==> src/rtl/mem_req_sequencer_pkg.sv <==
// Shared constants for the memory request sequencer: FSM state encoding and
// the word-alignment rule applied to every pipeline request.
package mem_req_sequencer_pkg;

    localparam logic [1:0] ST_IDLE  = 2'd0;
    localparam logic [1:0] ST_LOAD  = 2'd1;
    localparam logic [1:0] ST_DRAIN = 2'd2;

    localparam logic [15:0] WORD_ALIGN_MASK = 16'h0001;

    function automatic logic addr_misaligned(input logic [15:0] addr);
        return (addr & WORD_ALIGN_MASK) != 16'h0000;
    endfunction

endpackage

==> src/rtl/mem_store_buffer.sv <==
// Circular store buffer with a parallel address compare that returns the data
// of the youngest valid entry matching the lookup address.
module mem_store_buffer
    import mem_req_sequencer_pkg::*;
#(
    parameter int STB_DEPTH = 2,
    parameter int PTR_W     = 1
) (
    input  logic             clk,
    input  logic             rst,
    input  logic             push,
    input  logic [15:0]      push_addr,
    input  logic [15:0]      push_data,
    input  logic             pop,
    input  logic [15:0]      lkp_addr,
    output logic             lkp_hit,
    output logic [15:0]      lkp_data,
    output logic [15:0]      head_addr,
    output logic [15:0]      head_data,
    output logic [PTR_W:0]   count
);

    logic [15:0]      addr_q [STB_DEPTH];
    logic [15:0]      data_q [STB_DEPTH];
    logic [PTR_W-1:0] head_q, head_d;
    logic [PTR_W-1:0] tail_q, tail_d;
    logic [PTR_W:0]   count_q, count_d;
    logic [PTR_W-1:0] idx;

    always_comb begin
        head_d  = pop  ? head_q + 1'b1 : head_q;
        tail_d  = push ? tail_q + 1'b1 : tail_q;
        count_d = count_q;
        case ({push, pop})
            2'b10:   count_d = count_q + 1'b1;
            2'b01:   count_d = count_q - 1'b1;
            default: count_d = count_q;
        endcase
    end

    always_ff @(posedge clk or posedge rst) begin
        if (rst) begin
            head_q  <= '0;
            tail_q  <= '0;
            count_q <= '0;
        end else begin
            head_q  <= head_d;
            tail_q  <= tail_d;
            count_q <= count_d;
        end
    end

    // Entry payload needs no reset: validity comes from count/head alone.
    always_ff @(posedge clk) begin
        if (push) begin
            addr_q[tail_q] <= push_addr;
            data_q[tail_q] <= push_data;
        end
    end

    // Walk oldest to youngest so the last match seen is the youngest one.
    always_comb begin
        lkp_hit  = 1'b0;
        lkp_data = '0;
        idx      = head_q;
        for (int i = 0; i < STB_DEPTH; i++) begin
            idx = head_q + PTR_W'(i);
            if (((PTR_W+1)'(i) < count_q) && (addr_q[idx] == lkp_addr)) begin
                lkp_hit  = 1'b1;
                lkp_data = data_q[idx];
            end
        end
    end

    assign head_addr = addr_q[head_q];
    assign head_data = data_q[head_q];
    assign count     = count_q;

endmodule

==> src/rtl/mem_req_sequencer.sv <==
// Sequences pipeline loads/stores onto a single-outstanding memory port,
// buffering stores and forwarding buffered data to matching loads.
module mem_req_sequencer
    import mem_req_sequencer_pkg::*;
#(
    parameter int STB_DEPTH = 2,
    parameter int PTR_W     = 1
) (
    input  logic        clk,
    input  logic        rst,
    input  logic        req_valid,
    input  logic        req_rd,
    input  logic        req_wr,
    input  logic [15:0] req_addr,
    input  logic [15:0] req_wdata,
    output logic        req_stall,
    output logic        rsp_valid,
    output logic [15:0] rsp_data,
    output logic        rsp_err,
    output logic        err_sticky,
    output logic        stb_empty,
    output logic [15:0] mem_addr,
    output logic [15:0] mem_wdata,
    output logic        mem_rd,
    output logic        mem_wr,
    input  logic [15:0] mem_rdata,
    input  logic        mem_done,
    input  logic        mem_stall,
    input  logic        mem_err
);

    localparam logic [PTR_W:0] FULL_CNT = (PTR_W+1)'(STB_DEPTH);

    logic [1:0]     state_q, state_d;
    logic           mem_rd_q, mem_rd_d;
    logic           mem_wr_q, mem_wr_d;
    logic [15:0]    mem_addr_q, mem_addr_d;
    logic [15:0]    mem_wdata_q, mem_wdata_d;
    logic           rsp_valid_q, rsp_valid_d;
    logic [15:0]    rsp_data_q, rsp_data_d;
    logic           rsp_err_q, rsp_err_d;
    logic           err_sticky_q, err_sticky_d;
    logic           err_pend_q, err_pend_d;

    logic           illegal, is_ld, is_st;
    logic           ld_stall, st_stall, ld_acc, st_acc;
    logic           drain_pop, stb_full, data_rsp;
    logic           fwd_hit;
    logic [15:0]    fwd_data, head_addr, head_data;
    logic [PTR_W:0] stb_count;
    logic           unused_mem_stall;

    assign unused_mem_stall = mem_stall;

    assign illegal   = req_valid && ((req_rd == req_wr) || addr_misaligned(req_addr));
    assign is_ld     = req_valid && !illegal && req_rd;
    assign is_st     = req_valid && !illegal && req_wr;
    assign drain_pop = (state_q == ST_DRAIN) && mem_done;
    assign stb_full  = (stb_count == FULL_CNT);

    // err_pend_q marks an error response deferred behind a load response.
    assign ld_stall  = is_ld && ((state_q != ST_IDLE) || err_pend_q);
    assign st_stall  = is_st && stb_full && !drain_pop;
    assign ld_acc    = is_ld && !ld_stall;
    assign st_acc    = is_st && !st_stall;
    assign req_stall = ld_stall || st_stall;

    mem_store_buffer #(
        .STB_DEPTH (STB_DEPTH),
        .PTR_W     (PTR_W)
    ) u_stb (
        .clk       (clk),
        .rst       (rst),
        .push      (st_acc),
        .push_addr (req_addr),
        .push_data (req_wdata),
        .pop       (drain_pop),
        .lkp_addr  (req_addr),
        .lkp_hit   (fwd_hit),
        .lkp_data  (fwd_data),
        .head_addr (head_addr),
        .head_data (head_data),
        .count     (stb_count)
    );

    always_comb begin
        state_d      = state_q;
        mem_rd_d     = mem_rd_q;
        mem_wr_d     = mem_wr_q;
        mem_addr_d   = mem_addr_q;
        mem_wdata_d  = mem_wdata_q;
        err_sticky_d = err_sticky_q;
        case (state_q)
            ST_IDLE: begin
                if (ld_acc && !fwd_hit) begin
                    state_d    = ST_LOAD;
                    mem_rd_d   = 1'b1;
                    mem_addr_d = req_addr;
                end else if (!ld_acc && (stb_count != '0)) begin
                    state_d     = ST_DRAIN;
                    mem_wr_d    = 1'b1;
                    mem_addr_d  = head_addr;
                    mem_wdata_d = head_data;
                end
            end
            ST_LOAD: begin
                if (mem_done) begin
                    state_d  = ST_IDLE;
                    mem_rd_d = 1'b0;
                end
            end
            ST_DRAIN: begin
                if (mem_done) begin
                    state_d      = ST_IDLE;
                    mem_wr_d     = 1'b0;
                    err_sticky_d = err_sticky_q | mem_err;
                end
            end
            default: state_d = ST_IDLE;
        endcase
    end

    // Load data responses win the single response slot; error responses queue.
    assign data_rsp = ((state_q == ST_LOAD) && mem_done) || (ld_acc && fwd_hit);

    always_comb begin
        rsp_valid_d = 1'b0;
        rsp_data_d  = '0;
        rsp_err_d   = 1'b0;
        err_pend_d  = 1'b0;
        if (data_rsp) begin
            rsp_valid_d = 1'b1;
            rsp_data_d  = (state_q == ST_LOAD) ? mem_rdata : fwd_data;
            rsp_err_d   = (state_q == ST_LOAD) && mem_err;
            err_pend_d  = err_pend_q || illegal;
        end else if (err_pend_q) begin
            rsp_valid_d = 1'b1;
            rsp_err_d   = 1'b1;
            err_pend_d  = illegal;
        end else if (illegal) begin
            rsp_valid_d = 1'b1;
            rsp_err_d   = 1'b1;
        end
    end

    always_ff @(posedge clk or posedge rst) begin
        if (rst) begin
            state_q      <= ST_IDLE;
            mem_rd_q     <= 1'b0;
            mem_wr_q     <= 1'b0;
            mem_addr_q   <= '0;
            mem_wdata_q  <= '0;
            rsp_valid_q  <= 1'b0;
            rsp_data_q   <= '0;
            rsp_err_q    <= 1'b0;
            err_sticky_q <= 1'b0;
            err_pend_q   <= 1'b0;
        end else begin
            state_q      <= state_d;
            mem_rd_q     <= mem_rd_d;
            mem_wr_q     <= mem_wr_d;
            mem_addr_q   <= mem_addr_d;
            mem_wdata_q  <= mem_wdata_d;
            rsp_valid_q  <= rsp_valid_d;
            rsp_data_q   <= rsp_data_d;
            rsp_err_q    <= rsp_err_d;
            err_sticky_q <= err_sticky_d;
            err_pend_q   <= err_pend_d;
        end
    end

    assign mem_rd     = mem_rd_q;
    assign mem_wr     = mem_wr_q;
    assign mem_addr   = mem_addr_q;
    assign mem_wdata  = mem_wdata_q;
    assign rsp_valid  = rsp_valid_q;
    assign rsp_data   = rsp_data_q;
    assign rsp_err    = rsp_err_q;
    assign err_sticky = err_sticky_q;
    assign stb_empty  = (stb_count == '0) && (state_q == ST_IDLE);

endmodule

==> config.mk <==
export PLATFORM = sky130hd
export DESIGN_NAME = mem_req_sequencer
export DESIGN_NICKNAME = d
export VERILOG_FILES = /design/src/rtl/mem_req_sequencer_pkg.sv /design/src/rtl/mem_store_buffer.sv /design/src/rtl/mem_req_sequencer.sv
export SDC_FILE = /design/constraint.sdc
export NUM_CORES = 1
export LEC_CHECK = 0
export ABC_AREA = 1
export BUFFER_PORTS_ARGS = -buffer_cell sky130_fd_sc_hd__buf_2
export CAP_MARGIN = 20
export CORE_AREA = 5 5 126 128
export CTS_CLUSTER_DIAMETER = 120
export DETAILED_ROUTE_END_ITERATION = 16
export DIE_AREA = 0 0 131 133
export HOLD_SLACK_MARGIN = 0.15
export PLACE_DENSITY = 0.66
export SETUP_SLACK_MARGIN = 0.02
export SLEW_MARGIN = 5
export SYNTH_ARGS = -nofsm -noshare
export SYNTH_HDL_FRONTEND = slang
export SYNTH_SLANG_ARGS = --single-unit
==> constraint.sdc <==
create_clock -name clk -period 3.6 [get_ports clk]
set_input_delay 0.72 -clock clk [delete_from_list [all_inputs] [get_ports clk]]
set_output_delay 0.72 -clock clk [all_outputs]
set_load 0.02 [all_outputs]
==> qor.yml, run 1 <==
die:
  core_area_mm2: 0.0148
  starting_density_of_the_core_pct: 43.8
  fp-row-count: 45
  design.die.area_mm2: 0.0174
  die_w_um: 131
  die_h_um: 133
  io_pins: 111
detailed_routing:
  route.detailed.vias_per_inst: 5.06
  drt_pre_antenna_iters: 5
  drc_errors: 0
  detail_route.wl_per_cell_um: 15.1
  dr_total_vias: 5596
  ant_nets: 0
  totalWireLength_um: 16700
  drt_iter0_drc: 375
sta:
  worst_slew_margin_rel_pct: 34.6
  unrepaired_setup_endpoints_after_global_routing: "false"
  finalHoldWorstSlack_ns: 0.455
  finClkSkew_ns: 0.00674
  maxSlewViolCount: 0
  post-route-min-period_ns: 2.70
  setup_viol: 0
  hold_viol_final: 0
  clock.fmax_ghz: 0.370
  period_share_pct: 75.0
  transition_time_of_the_tightest_slew_check_pin_ns: 0.980
  timing.setup.tns_ns: 0
place:
  hpwlAfterDp_um: 11800
  gpl.final_weighted_congestion: 0.901
  io_buffers: 109
cells_and_area:
  area_growth_syn_to_layout_pct: 20.1
  final_nets: 967
  insertedDiodeCount: 0
  post_route_cells_drive_above_1_share_pct: 18.6
grt:
  grt_util_overall_pct: 19.4
  first_global_vias: 5068
  grt_antenna_before_repair: 1
  maximum_number_of_pins_on_one_net_before_global_route_repair: 64
  grt_first_pass_wirelength_um: 26100
  globalRouteOverflowTotal: 0
status:
  status: "completed"
yosys:
  synth_area_mm2: 0.00646
  largest_family_of_logic_cells_by_synthesized_area: "simple AND/OR/NAND/NOR gates"
  xor_and_xnor_area_share_after_synthesis_pct: 0.949
  ys_warn_count: 0
  synth-adder-area-share_pct: 1.36
  yosys.area_share.simple_pct: 29.9
  cells_after_synthesis: 797
  postSynthRegisterBits: 124
  postSynthNetCount: 860
  multiplexer_share_of_the_synthesized_area_pct: 0
  synth_compound_gate_area_share_pct: 7.38
  synth.distinct_cells: 33
  avg_cell_area_syn_um2: 8.10
  synth_sequential_area_ratio_pct: 53.0
power_and_ir_drop:
  power-per-cell-area_mw_per_mm2: 753
  p_comb_share_pct: 37.3
  internal_power_uw: 3480
  power_frac_seq_pct: 32.9
  ir_worst_vdd_mv: 0.420
  netSwitchingPower_uw: 2360
  power_switching_share_pct: 40.4
  leakage_uw: 0.00387
  clockPowerShare_pct: 29.8
clock_network:
  ctsRootBufferMaster: "sky130_fd_sc_hd__clkbuf_16"
  cts_setup_buffers: 0
  clock_insertion_delay_worst_skew_ns: 0.43
  cts-hold-fix-buffers: 0
  worst_setup_hold_path_clk_slew_ns: 0.06
  cts_sinks: 124
  cts_made_buffers: 17
  ctsLongestPathBuffers: 2
  clock_tree.htree_level_count: 4
  cts_repair_resize_count: 0
  cts_tree: "built"
setup_path:
  critPathArrivalTime_ns: 3.06
  max_fo_critical_path: 63
  path_class: "register to register"
  setup.worst_path.start: "u_stb.head_q$_DFFE_PP0P_"
  crit_path_end_kind: "register"
  worstReg2RegStart: "u_stb.head_q$_DFFE_PP0P_"
  setup.reg_to_reg.worst_slack_ns: 0.90
  cp_data_required_time_ns: 3.96
  worstSetupStartpointType: "register"
flow_run:
  max-cap-violations: 0
worst_hold_path:
  min_path_type: "input pin to asynchronous set/reset pin"
-- kinds of logic after synthesis --
group | count (synthesis)
compound gates | 91
buf+inv | 103
flops | 124
fa+ha+maj | 7
xor+xnor | 7
simple gates | 465
-- worst max-delay path, cell delays in order (launching register included) --
cell and delay [ns]:
sky130_fd_sc_hd__dfrtp_2 0.60, sky130_fd_sc_hd__buf_12 0.30, sky130_fd_sc_hd__nand2_1 0.10, sky130_fd_sc_hd__nand2_1 0.14, sky130_fd_sc_hd__nand2_1 0.06, sky130_fd_sc_hd__nand2_1 0.07, sky130_fd_sc_hd__nor2_1 0.04, sky130_fd_sc_hd__nand2_1 0.06
sky130_fd_sc_hd__nor2_2 0.04, sky130_fd_sc_hd__nand3_2 0.20, sky130_fd_sc_hd__nand3_2 0.24, sky130_fd_sc_hd__a21oi_2 0.52, sky130_fd_sc_hd__nand2_1 0.13, sky130_fd_sc_hd__nand2_1 0.08
-- through the flow --
stage	std cells	cell area (um^2)	worst slack (ns)	total power [uW]	utilization, %
floorplan	797	6460	0.483	3550	-
global placement	1073	7150	0.740	4100	48.5
detailed placement	1073	7150	0.722	4120	48.5
CTS	1105	7760	0.879	5880	52.6
global route	1105	7760	0.510	6240	52.6
finish	1105	7760	0.899	5840	52.6
-- cell type report --
type | instances | area, um^2
fillers | 1395 | 7000
flip-flops and latches | 124 | 3420
multi-input cells | 570 | 2560
repair buffers | 122 | 668
clock buffers | 17 | 425
inverters | 69 | 262
well taps | 188 | 235
clock inverters | 15 | 176
-- synth_stat cells (all sizes together) --
library cell	instances	share of area (%)
a21oi	18	1.5
a22oi	1	0.12
dfrtp	60	23
edfxtp	64	30
nand2	298	17
buf	24	2.7
o22ai	1	0.097
a21o	1	0.12
xnor2	2	0.27
nor2	91	5.4
clkbuf	10	0.58
o21ai	66	5.1
nand3	35	2.9
ha	7	1.4
o21bai	1	0.12
o211ai	2	0.23
nand3b	3	0.35
nor3	2	0.41
xor2	5	0.68
nand4	36	3.5
o32ai	1	0.14
inv	69	4.0
-- power by group through the flow --
stage | logic (uW) | clock network, uW | registers (uW)
CTS | 2190 | 1760 | 1920
global route | 2470 | 1820 | 1950
global placement | 2160 | 0 | 1940
finish | 2180 | 1740 | 1920
floorplan | 1420 | 0 | 2130
detailed placement | 2180 | 0 | 1940
-- registers in the layout (all words and copies together) (netlist names) --
signal        cells
err_pend_q        1
err_sticky        1
mem_addr         16
mem_rd            1
mem_wdata        16
mem_wr            1
rsp_data         16
rsp_err           1
rsp_valid         1
state_q           2
u_stb.addr_q     32
u_stb.count       2
u_stb.data_q     32
u_stb.head_q      1
u_stb.tail_q      1
-- cells in the final DEF, fill, tap and decap left out, drive strengths merged --
cell,Yosys,routed
a21o,1,1
a21oi,18,18
a22oi,1,1
buf,24,122
bufinv,0,2
clkbuf,10,17
clkinv,0,2
clkinvlp,0,2
dfrtp,60,60
edfxtp,64,64
ha,7,7
inv,69,78
nand2,298,298
nand3,35,35
nand3b,3,3
nand4,36,36
nor2,91,91
nor3,2,2
o211ai,2,2
o21ai,66,66
o21bai,1,1
o22ai,1,1
o32ai,1,1
xnor2,2,2
xor2,5,5
-- worst paths after layout --
| kind | to | cells after the start |
|---|---|---|
| hold / removal | rsp_data[10]$_DFF_PP0_ | 2 |
| setup / recovery | mem_addr[11]$_DFFE_PP0P_ | 13 |
| min in group clk | err_sticky$_DFFE_PP0P_ | 1 |
| setup reg to reg | mem_addr[11]$_DFFE_PP0P_ | 13 |
| max in group asynchronous | mem_addr[9]$_DFFE_PP0P_ | 3 |
| hold reg to reg | err_sticky$_DFFE_PP0P_ | 1 |
-- per-layer routing --
metal / vias up / wire (um) / track usage [%]
met3: 29 / 1060 / 4.32
li1: 2808 / - / -
met5: - / 9 / 0
met4: 2 / 389 / 8.00
met2: 188 / 7610 / 28.9
met1: 2569 / 7670 / 27.1
No activity file was read; power rests on OpenSTA's default activity.
==> inputs of run 2 (changes only) <==
- clock period: 3.6 -> 2.7 ns (I/O delays scaled with it)
==> qor.yml, run 2 (same netlist as run 1, synthesis figures left out) <==
status:
  status: "completed"
power_and_ir_drop:
  leakage_uw: 0.00388
  power-per-cell-area_mw_per_mm2: 986
  ir_worst_vdd_mv: 0.541
detailed_routing:
  drt_iter0_drc: 444
  totalWireLength_um: 16500
  drt_pre_antenna_iters: 5
  ant_nets: 0
  route.detailed.vias_per_inst: 5.00
  detail_route.wl_per_cell_um: 14.9
  drc_errors: 0
  dr_total_vias: 5550
clock_network:
  cts-hold-fix-buffers: 0
  cts_tree: "built"
  clock_tree.htree_level_count: 4
  clock_insertion_delay_worst_skew_ns: 0.42
  worst_setup_hold_path_clk_slew_ns: 0.06
  cts_made_buffers: 17
  ctsLongestPathBuffers: 2
  cts_sinks: 124
  ctsRootBufferMaster: "sky130_fd_sc_hd__clkbuf_16"
cells_and_area:
  most-common-layout-cells: "sky130_fd_sc_hd__nand2_1 (294), sky130_fd_sc_hd__buf_2 (109), sky130_fd_sc_hd__nor2_1 (87)"
  final.fill_count: 1387
  area_growth_syn_to_layout_pct: 20.7
  multiInputGateArea_mm2: 0.00257
  final_cells: 1111
  layout_commonest_cell: "sky130_fd_sc_hd__nand2_1"
  final_nets: 972
  post_route_cells_drive_above_1_share_pct: 19.1
  biggestRegsByFlops: "u_stb.addr_q: 32 flops, u_stb.data_q: 32 flops"
  final_area_mm2: 0.00779
  ff_latch_area_mm2: 0.00342
setup_path:
  critical_path.max_stage_delay_ns: 0.43
  critical_path.slowest_cell: "sky130_fd_sc_hd__dfrtp_2"
  worst_path_dominant_cell_family: "simple AND/OR/NAND/NOR gates"
  cell_depth_of_the_worst_setup_path: 13
  max_fo_critical_path: 33
  cp_data_required_time_ns: 3.06
  worstRegToRegCells: 13
  crit_path_top_cell_by_count: "sky130_fd_sc_hd__nand2_1"
  crit_path_end_kind: "register"
  path_class: "register to register"
  critPathArrivalTime_ns: 2.79
  crit_path_cell_trace: "inv_4 -> nand2_1 -> nand2_1 -> xor2_1 -> nand2_1 -> nor2_1 -> nand3_1 -> nand3_2 -> buf_4 -> nand2_1 -> nand2_1 -> nand2_1 -> nand2_1"
  worstSetupStartpointType: "register"
  path_buf_inv: 2
die:
  core_area_mm2: 0.0148
  die_h_um: 133
  starting_density_of_the_core_pct: 43.8
  io_pins: 111
  fp-row-count: 45
  die_w_um: 131
  design.die.area_mm2: 0.0174
grt:
  grt_first_pass_wirelength_um: 26100
  grt_util_overall_pct: 19.3
  maximum_number_of_pins_on_one_net_before_global_route_repair: 39
  grt_antenna_before_repair: 3
  globalRouteOverflowTotal: 0
  first_global_vias: 4995
sta:
  clock.fmax_ghz: 0.411
  finalHoldWorstSlack_ns: 0.253
  unrepaired_setup_endpoints_after_global_routing: "true"
  finClkSkew_ns: 0.00664
  transition_time_of_the_tightest_slew_check_pin_ns: 0.758
  post-route-min-period_ns: 2.43
  timing.setup.tns_ns: 0
  hold_viol_final: 0
  period_share_pct: 90.1
  setup_viol: 0
  maxSlewViolCount: 0
  worst_slew_margin_rel_pct: 49.4
place:
  hpwlAfterDp_um: 11900
  gpl.final_weighted_congestion: 0.873
  placed_cells_incl_taps: 1078
  dpl_cell_area_mm2: 0.00720
  io_buffers: 109
worst_hold_path:
  min_path_type: "input pin to asynchronous set/reset pin"
flow_run:
  max-cap-violations: 0
run 2: cell types whose count changed in the layout (fill, tap and decap cells not counted):
cell                         change
sky130_fd_sc_hd__buf_12          +1
sky130_fd_sc_hd__a21oi_4         +1
sky130_fd_sc_hd__bufinv_16       -1
sky130_fd_sc_hd__inv_6           -3
sky130_fd_sc_hd__diode_2         +1
sky130_fd_sc_hd__clkinvlp_4      +1
sky130_fd_sc_hd__a21oi_2         -1
sky130_fd_sc_hd__clkinv_4        +3
sky130_fd_sc_hd__buf_4           +4
run 2: layout make-up:
class                   instances  share of cell area (%)
flip-flops and latches        124                    43.9
repair buffers                127                    9.21
well taps                     188                    3.02
diodes                          1                  0.0321
clock inverters                15                    1.97
inverters                      69                    3.36
multi-input cells             570                    33.0
clock buffers                  17                    5.46
run 2: path summary, 6_finish.rpt:
kind / slack [ns] / to / startpoint
worst max-delay path: 0.27 / mem_addr[1]$_DFFE_PP0P_ / u_stb.head_q$_DFFE_PP0P_
max in group asynchronous: 1.84 / mem_addr[13]$_DFFE_PP0P_ / rst
worst max register to register: 0.27 / mem_addr[1]$_DFFE_PP0P_ / u_stb.head_q$_DFFE_PP0P_
worst min register to register: 0.46 / err_sticky$_DFFE_PP0P_ / err_sticky$_DFFE_PP0P_
min in group clk: 0.30 / u_stb.data_q[0][10]$_DFFE_PP_ / req_wdata[10]
worst min-delay path: 0.25 / mem_wdata[6]$_DFFE_PP0P_ / rst
run 2: timing repair:
| action | CTS | global route |
|---|---|---|
| setup endpoints to repair | 0 | 2 |
| resized for setup | 0 | 1 |
| buffers inserted | 0 | 0 |
run 2: layer usage:
| layer | vias to the layer above | track usage [%] | part of all wire (%) |
|---|---|---|---|
| met5 | - | 0 | 0.11 |
| met4 | 4 | 6.74 | 1.8 |
| met3 | 29 | 4.60 | 6.3 |
| met2 | 140 | 27.9 | 45 |
| met1 | 2557 | 28.3 | 47 |
| li1 | 2820 | - | - |
run 2: per-stage QoR:
step / worst slack (ns) / utilization, % / power [uW]
finish: 0.269 / 52.8 / 7680
global route: 0.0116 / 52.8 / 8220
CTS: 0.264 / 52.8 / 7730
detailed placement: 0.301 / 48.8 / 5510
global placement: 0.327 / 48.8 / 5460
floorplan: 0.295 / - / 4740
run 2: power breakdown:
group          total (uW)  switching [uW]  internal, uW
Combinational        2960            2050           912
Sequential           2520             176          2350
Clock                2200             910          1290
Total                7680            3130          4550
